--- src/rtl/multi_call_system.sv ---
// Multi-channel attendant call-light controller.
// Each channel lights on call, clears on cancel or attendant acknowledge,
// and escalates to urgent after TIMEOUT_CYC edges left lit. A fixed-priority
// arbiter offers one channel for service: urgent channels first, then lowest index.
module multi_call_system #(
    parameter int unsigned NUM_CH      = 4,
    parameter int unsigned TIMEOUT_CYC = 16
) (
    input  logic                             clk,
    input  logic                             rst_n,
    input  logic [NUM_CH-1:0]                call,
    input  logic [NUM_CH-1:0]                cancel,
    input  logic                             svc_ack,
    output logic [NUM_CH-1:0]                light_state,
    output logic [NUM_CH-1:0]                urgent,
    output logic                             any_light,
    output logic [$clog2(NUM_CH+1)-1:0]      active_cnt,
    output logic                             svc_valid,
    output logic [$clog2(NUM_CH)-1:0]        svc_idx
);

    localparam int unsigned IW = $clog2(NUM_CH);
    localparam int unsigned CW = $clog2(NUM_CH + 1);
    localparam int unsigned TW = $clog2(TIMEOUT_CYC);
    localparam logic [TW-1:0] TMR_LAST = TW'(TIMEOUT_CYC - 1);

    // Two-bit encoding: bit 0 is the lit flag, bit 1 the urgent flag.
    typedef enum logic [1:0] {
        ST_IDLE   = 2'b00,
        ST_ON     = 2'b01,
        ST_URGENT = 2'b11
    } ch_state_e;

    ch_state_e         state_q [NUM_CH];
    ch_state_e         state_d [NUM_CH];
    logic [TW-1:0]     timer_q [NUM_CH];
    logic [TW-1:0]     timer_d [NUM_CH];
    logic [NUM_CH-1:0] clr;

    // Per-channel state and timer registers.
    always_ff @(posedge clk or negedge rst_n) begin
        if (!rst_n) begin
            for (int i = 0; i < int'(NUM_CH); i++) begin
                state_q[i] <= ST_IDLE;
                timer_q[i] <= '0;
            end
        end else begin
            for (int i = 0; i < int'(NUM_CH); i++) begin
                state_q[i] <= state_d[i];
                timer_q[i] <= timer_d[i];
            end
        end
    end

    // Light and urgent flags decoded straight from the state flops.
    always_comb begin
        light_state = '0;
        urgent      = '0;
        for (int i = 0; i < int'(NUM_CH); i++) begin
            light_state[i] = (state_q[i] != ST_IDLE);
            urgent[i]      = (state_q[i] == ST_URGENT);
        end
    end

    // Summary outputs: any lit channel and the lit-channel popcount.
    always_comb begin
        any_light  = |light_state;
        active_cnt = '0;
        for (int i = 0; i < int'(NUM_CH); i++) begin
            active_cnt = active_cnt + CW'(light_state[i]);
        end
    end

    // Service arbiter: lowest urgent channel, else lowest lit channel, else 0.
    always_comb begin
        logic          urg_found;
        logic          on_found;
        logic [IW-1:0] urg_idx;
        logic [IW-1:0] on_idx;
        urg_found = 1'b0;
        on_found  = 1'b0;
        urg_idx   = '0;
        on_idx    = '0;
        for (int i = 0; i < int'(NUM_CH); i++) begin
            if (urgent[i] && !urg_found) begin
                urg_found = 1'b1;
                urg_idx   = IW'(i);
            end
            if (light_state[i] && !on_found) begin
                on_found = 1'b1;
                on_idx   = IW'(i);
            end
        end
        svc_valid = any_light;
        if (urg_found) begin
            svc_idx = urg_idx;
        end else if (on_found) begin
            svc_idx = on_idx;
        end else begin
            svc_idx = '0;
        end
    end

    // Clear requests: cancel, or an acknowledge aimed at the offered channel.
    always_comb begin
        clr = '0;
        for (int i = 0; i < int'(NUM_CH); i++) begin
            clr[i] = cancel[i] | (svc_ack & svc_valid & (svc_idx == IW'(i)));
        end
    end

    // Per-channel next state; call beats clear, timer saturates at its last value.
    always_comb begin
        for (int i = 0; i < int'(NUM_CH); i++) begin
            state_d[i] = state_q[i];
            timer_d[i] = timer_q[i];
            case (state_q[i])
                ST_IDLE: begin
                    if (call[i]) begin
                        state_d[i] = ST_ON;
                        timer_d[i] = '0;
                    end
                end
                ST_ON: begin
                    if (call[i]) begin
                        if (timer_q[i] != TMR_LAST) begin
                            timer_d[i] = timer_q[i] + TW'(1);
                        end
                    end else if (clr[i]) begin
                        state_d[i] = ST_IDLE;
                        timer_d[i] = '0;
                    end else if (timer_q[i] == TMR_LAST) begin
                        state_d[i] = ST_URGENT;
                    end else begin
                        timer_d[i] = timer_q[i] + TW'(1);
                    end
                end
                ST_URGENT: begin
                    if (clr[i] && !call[i]) begin
                        state_d[i] = ST_IDLE;
                        timer_d[i] = '0;
                    end
                end
                default: begin
                    state_d[i] = ST_IDLE;
                    timer_d[i] = '0;
                end
            endcase
        end
    end

endmodule

--- config.mk ---
export PLATFORM = sky130hd
export DESIGN_NAME = multi_call_system
export DESIGN_NICKNAME = d
export VERILOG_FILES = /design/src/rtl/multi_call_system.sv
export SDC_FILE = /design/constraint.sdc
export NUM_CORES = 1
export LEC_CHECK = 0
export CAP_MARGIN = 15
export CORE_MARGIN = 8
export CORE_UTILIZATION = 41
export CTS_BUF_LIST = sky130_fd_sc_hd__clkbuf_8
export DETAILED_ROUTE_END_ITERATION = 6
export HOLD_SLACK_MARGIN = 0.1
export PLACE_DENSITY = 0.61
export SETUP_SLACK_MARGIN = 0.1
export SLEW_MARGIN = 0
export SYNTH_ARGS = -nofsm -noshare
export SYNTH_HDL_FRONTEND = slang
export SYNTH_SLANG_ARGS = --single-unit
export TNS_END_PERCENT = 30
--- constraint.sdc ---
create_clock -name clk -period 3 [get_ports clk]
set_input_delay 0.6 -clock clk [delete_from_list [all_inputs] [get_ports clk]]
set_output_delay 0.6 -clock clk [all_outputs]
set_load 0.01 [all_outputs]
==> results by group, run 1 <==
Run status
  • Status: completed

Finish
  • Fin util: 52.0%
  • Layout area overhead: 23.4%
  • Non-filler instance count after layout: 276
  • N_diodes: 0
  • Commonest cells after routing, fill and taps aside: nor2_1 (24), clkdlybuf4s50_1 (23), dfrtp_1 (23)
  • Layout cell share with drive strength beyond 1: 13.7%
  • Commonest non-fill, non-tap cell in the layout: nor2_1
  • Final-stage net count: 245

Floorplanning
  • Die H: 79.9 µm
  • Initial core utilization: 42.1%
  • CORE AREA: 0.00397 mm²
  • Die Wd: 79.9 µm
  • Die area: 0.00638 mm²
  • IO Pins: 26
  • Cell row count: 23

Worst hold path
  • Worst min path class: register to register

Worst setup path
  • Data required time of the worst path: 2.40 ns
  • Critical path cell sequence: or2_2 > fa_1 > ha_1 > clkdlybuf4s50_1
  • CP top delay family: adder cells
  • Worst EP arrival: 2.29 ns
  • Slowest cell delay on critical path: 0.54 ns
  • CP Buf/Inv Count: 1
  • Crit path max-delay cell type: clkdlybuf4s50_1
  • FF-to-FF setup slack: 0.51 ns
  • Crit Path Max Fanout: 5
  • Setup CP Type: register to primary output
  • Startpoint types: register
  • Endpoint class of the critical path: primary output

Drt
  • DR WL/cell: 15.2 µm
  • Vias post-DR: 1,561
  • Detailed Route WL: 4200 µm
  • ANT nets after route: 0
  • Drt drc: 0
  • DR iter-0 viols: 102
  • First-pass DRT Iterations: 4
  • Vias per inst: 5.66

Placement
  • Placed insts: 272
  • Gpl congestion: 0.813
  • Port buffer count: 25
  • Post-DP HPWL: 3320 µm

Yosys
  • Synth top area share: 35.9%
  • Multiplexer area fraction after synthesis: 0.673%
  • Syn_nets: 213
  • Mean Syn Cell Area: 8.58 µm²
  • Yosys warns: 0
  • Area share of xor/xnor cells in the synthesized design: 0%
  • Top FF cell, synth: dfrtp_1
  • Post-synth EDFFs: 0
  • Area leader, netlist: dfrtp_1
  • Seq/Total Area, Yosys: 35.9%
  • Count of unique library cells instantiated by Yosys: 52
  • #FFs+latches synth: 24
  • Adder-cell area share of the yosys netlist: 5.68%
  • Post-Synthesis Cells: 195
  • Simple-gate portion of the synthesized area: 24.3%
  • Synth area leaders: dfrtp_1 (36%), o21ai_0 (5.4%), nor2_1 (5.4%)
  • Compound-Gate Fraction of Synth Area: 27.3%
  • Async SR Flop Fraction: 100%
  • Largest family of logic cells by synthesized area: compound AO/OA/AOI/OAI gates
  • Post-synthesis cell area: 0.00167 mm²

Clocking
  • CTS buffer count: 3
  • # H-tree levels: 1
  • Clock Tree Root: clkbuf_8
  • Clk_lat worst skew: 0.27 ns
  • CTS tree: yes
  • Reg clk slew, reported paths: 0.09 ns
  • Clock Tree Buf Depth: 2
  • CTS Sinks: 24

Timing
  • RSZ-0062 raised after global routing: true
  • Worst-margin pin slew: 0.503 ns
  • Fin. Hold Viols: 0
  • Slew margin rel.: 66.5%
  • Clock skew: 0.00790 ns
  • Fin. max-slew vios: 0
  • Final TNS setup: 0 ns
  • Final min period: 2.89 ns
  • Final Cycle Share: 96.2%
  • Final setup fails: 0
  • Fmax: 0.346 GHz

Global routing
  • Overall routing resource usage: 13.6%
  • Initial antenna violation count: 0
  • GRT overflow: 0
  • First-pass GRT wire length: 7010 µm
  • Vias in the first global route: 1,551
  • Largest net degree at the start of global routing: 25

Pwr
  • Pleak: 0.000928 µW
  • Power Density: 437 mW/mm²
  • Worst vdd ir: 236 µV
  • Total power: 903 µW

Flow run
  • Maxcap violations: 0
## cells by family (layout without fill, tap and decap cells)
kind of cell	count (synthesis)	count (layout)
and+or+nand+nor	76	76
DFF	24	24
buffers and inverters	22	53
adders and majority gates	7	7
AOI/OAI and AO/OA	65	65
muxes	1	1
## registers in the layout, indices dropped and copies added, names as in the netlist
register  count
state_q       8
timer_q      16
## where the power goes
| group | switching (µW) | leakage, µW | internal (µW) |
|---|---|---|---|
| Combinational | 147 | 0.000585 | 143 |
| Sequential | 33.1 | 0.000314 | 361 |
| Clock | 102 | 0.0000288 | 117 |
## Yosys cell counts, types with 3 or more instances
cell type	instances
nand2_1	10
o31ai_1	4
dfrtp_1	24
o21ai_0	18
ha_1	6
nor2_1	24
a32o_1	3
a211oi_1	3
a31oi_1	5
inv_1	14
nand3_1	4
nand4_1	7
a21oi_1	14
nand2b_1	3
and2_1	8
## layout make-up
| cell class | instances | area (µm²) |
|---|---|---|
| clock buffers | 4 | 55.1 |
| fillers | 367 | 1910 |
| inverters | 15 | 56.3 |
| multi-input cells | 149 | 970 |
| flip-flops and latches | 24 | 602 |
| well taps | 50 | 62.6 |
| repair buffers | 34 | 319 |
## path summary, 6_finish.rpt
path,from,to,cells past startpoint
setup reg to reg,state_q[7],timer_q[9],8
min in group asynchronous,rst_n,timer_q[8],2
max in group asynchronous,rst_n,state_q[7],2
hold / removal,timer_q[1],timer_q[1],1
setup / recovery,state_q[1],active_cnt[0],4
hold reg to reg,timer_q[1],timer_q[1],1
## timing repair
item,CTS,global route
setup buffers,0,0
endpoints found under the setup margin,3,4
hold buffers,0,0
cloned,0,0
gates resized for setup,1,2
## stage by stage
stage / cell area (µm²) / hold slack [ns] / worst slack [ns]
6_report: 2060 / 0.539 / 0.113
2_1_floorplan: 1670 / 0.304 / 0.602
4_1_cts: 2060 / 0.540 / 0.0299
5_1_grt: 2060 / 0.555 / 0.0220
3_5_place_dp: 2010 / 0.521 / 0.193
3_3_place_gp: 2010 / 0.501 / 0.229
## per-layer routing
layer	track usage, %	vias up	share of wire (%)
met5	0	-	0
met3	3.15	4	4.1
met1	14.8	753	43
li1	-	779	-
met4	3.45	0	0.81
met2	25.5	25	52
Power figures use the tool's default switching activity.
==> run 2: changes to the inputs <==
Settings changed: RECOVER_POWER from default to 50.
==> results by group, run 2 (same netlist as run 1, synthesis figures left out) <==
Drt
  • First-pass DRT Iterations: 4 (unchanged)
  • Vias per inst: 5.66 (unchanged)
  • Detailed Route WL: 4190 µm (was 4200 µm)
  • Drt drc: 0 (unchanged)
  • Vias post-DR: 1,561 (unchanged)
  • ANT nets after route: 0 (unchanged)
  • DR WL/cell: 15.2 µm (about the same)
  • DR iter-0 viols: 102 (unchanged)

Global routing
  • Overall routing resource usage: 13.6% (unchanged)
  • GRT overflow: 0 (unchanged)
  • Vias in the first global route: 1,551 (unchanged)
  • First-pass GRT wire length: 7010 µm (unchanged)
  • Initial antenna violation count: 0 (unchanged)
  • Largest net degree at the start of global routing: 25 (unchanged)

Placement
  • Post-DP HPWL: 3320 µm (unchanged)
  • Gpl congestion: 0.813 (unchanged)
  • Post-DP Area: 0.00201 mm² (unchanged)
  • Port buffer count: 25 (unchanged)
  • Placed insts: 272 (unchanged)

Clocking
  • Clock Tree Root: clkbuf_8 (unchanged)
  • # H-tree levels: 1 (unchanged)
  • Reg clk slew, reported paths: 0.09 ns (about the same)
  • CTS Sinks: 24 (unchanged)
  • Clk_lat worst skew: 0.27 ns (about the same)
  • Clock Tree Buf Depth: 2 (unchanged)
  • CTS Hold Bufs: 0 (unchanged)
  • CTS tree: yes (unchanged)
  • CTS buffer count: 3 (unchanged)

Run status
  • Status: completed (unchanged)

Floorplanning
  • Die area: 0.00638 mm² (unchanged)
  • Cell row count: 23 (unchanged)
  • Initial core utilization: 42.1% (unchanged)
  • IO Pins: 26 (unchanged)
  • CORE AREA: 0.00397 mm² (unchanged)
  • Die H: 79.9 µm (unchanged)
  • Die Wd: 79.9 µm (unchanged)

Timing
  • Final Cycle Share: 96.2% (about the same)
  • Clock skew: 0.00790 ns (unchanged)
  • Hold_ws: 0.539 ns (unchanged)
  • Final min period: 2.89 ns (about the same)
  • RSZ-0062 raised after global routing: true (unchanged)
  • Worst-margin pin slew: 1.31 ns (was 0.503 ns)
  • Fin. Hold Viols: 0 (unchanged)
  • Fin. max-slew vios: 0 (unchanged)
  • Slew margin rel.: 12.4% (was 66.5%)
  • Fmax: 0.347 GHz (was 0.346 GHz)
  • Final TNS setup: 0 ns (unchanged)
  • Final setup fails: 0 (unchanged)

Pwr
  • Total internal power: 619 µW (was 621 µW)
  • Power Density: 437 mW/mm² (about the same)
  • Sw Ratio: 31.3% (was 31.2%)
  • Clock share of power: 24.3% (was 24.2%)
  • Worst vdd ir: 236 µV (about the same)
  • NetSw: 282 µW (about the same)
  • Logic pwr share: 31.9% (was 32.1%)
  • Seq pwr share: 43.8% (was 43.6%)
  • Pleak: 0.000924 µW (was 0.000928 µW)

Worst setup path
  • Slowest cell delay on critical path: 0.54 ns (about the same)
  • Endpoint class of the critical path: primary output (unchanged)
  • Crit Path Max Fanout: 5 (unchanged)
  • Critical path cell sequence: or2_2 > fa_1 > ha_1 > clkdlybuf4s50_1 (unchanged)
  • Worst R2R End: timer_q[9] (unchanged)
  • Worst EP arrival: 2.29 ns (about the same)
  • FF-to-FF setup slack: 0.51 ns (about the same)
  • Data required time of the worst path: 2.40 ns (about the same)
  • Startpoint types: register (unchanged)
  • Reg-to-reg startpoint: state_q[7] (unchanged)
  • Setup CP Type: register to primary output (unchanged)
  • R2R depth: 8 (unchanged)
  • Crit path max-delay cell type: clkdlybuf4s50_1 (unchanged)

Finish
  • Fin util: 51.9% (was 52.0%)
  • Final-stage net count: 245 (unchanged)
  • Largest register FFs: 16 (unchanged)
  • Top Registers: timer_q: 16 flops, state_q: 8 flops (unchanged)
  • Non-filler instance count after layout: 276 (unchanged)
  • Commonest cells after routing, fill and taps aside: nor2_1 (24), dfrtp_1 (23), clkdlybuf4s50_1 (19) (was nor2_1 (24), clkdlybuf4s50_1 (23), dfrtp_1 (23))
  • N_diodes: 0 (unchanged)
  • Finished Cell Area: 0.00206 mm² (about the same)
  • Commonest non-fill, non-tap cell in the layout: nor2_1 (unchanged)
  • Layout area overhead: 23.2% (was 23.4%)
  • Largest Register: timer_q (unchanged)
  • Layout cell share with drive strength beyond 1: 13.3% (was 13.7%)

Worst hold path
  • Worst Hold Endpoint: timer_q[1] (unchanged)
  • Hold_sp: timer_q[1] (unchanged)
  • WHS Path Cells: 1 (unchanged)
  • Worst min path class: register to register (unchanged)

Flow run
  • Maxcap violations: 0 (unchanged)
run 2: changes by cell type in the layout (fill, tap and decap cells not counted), sizes merged:
cell           previous run  this run
buf                       9         8
clkbuf                    4         5
clkdlybuf4s50            23        19
dlygate4sd3               0         4
run 2: final cells by class:
type	count	area, µm²
flip-flops and latches	24	602
multi-input cells	149	970
inverters	15	56.3
clock buffers	4	55.1
repair buffers	34	315
well taps	50	62.6
fillers	369	1910
run 2: how the worst max path moves through the flow:
stage | from | to | slack, ns
after global routing | state_q[1] | active_cnt[0] | 0.02
after CTS | state_q[1] | active_cnt[2] | 0.03
after floorplan | state_q[1] | active_cnt[1] | 0.60
after detailed placement | state_q[1] | active_cnt[1] | 0.19
after global placement | state_q[7] | active_cnt[1] | 0.23
final | state_q[1] | active_cnt[0] | 0.11
run 2: worst max-delay path: cells and delay by family, from the launching register on:
kind / cells / cell delay [ns]
DFF: 1 / 0.38
buffers and inverters: 1 / 0.54
adders and majority gates: 2 / 0.75
and+or+nand+nor: 1 / 0.35
run 2: power by group through the flow:
stage                     combinational, µW  clock [µW]  sequential [µW]
after global routing                    324         241              400
after CTS                               295         227              394
after floorplan                         179           0              393
after global placement                  286           0              397
final                                   288         219              394
after detailed placement                298           0              400
run 2: routing by layer:
metal,track usage [%],share of wire (%),up-vias,wire length [µm]
met5,0,0,-,0
met4,3.45,0.81,0,34
met3,3.15,4.1,4,174
met2,25.5,52,25,2170
met1,14.8,43,753,1810
li1,-,-,779,-
run 2: repair_timing:
| action | 4_1_cts | 5_1_grt |
|---|---|---|
| buffers inserted | 0 | 0 |
| gates cloned | 0 | 0 |
| setup endpoints to repair | 3 | 4 |
| gates resized for setup | 1 | 2 |
run 2: per-stage QoR:
stage               setup WS, ns  power (µW)
floorplan                  0.602         572
global placement           0.229         682
detailed placement         0.193         698
CTS                       0.0299         915
global route              0.0238         964
finish                     0.115         900
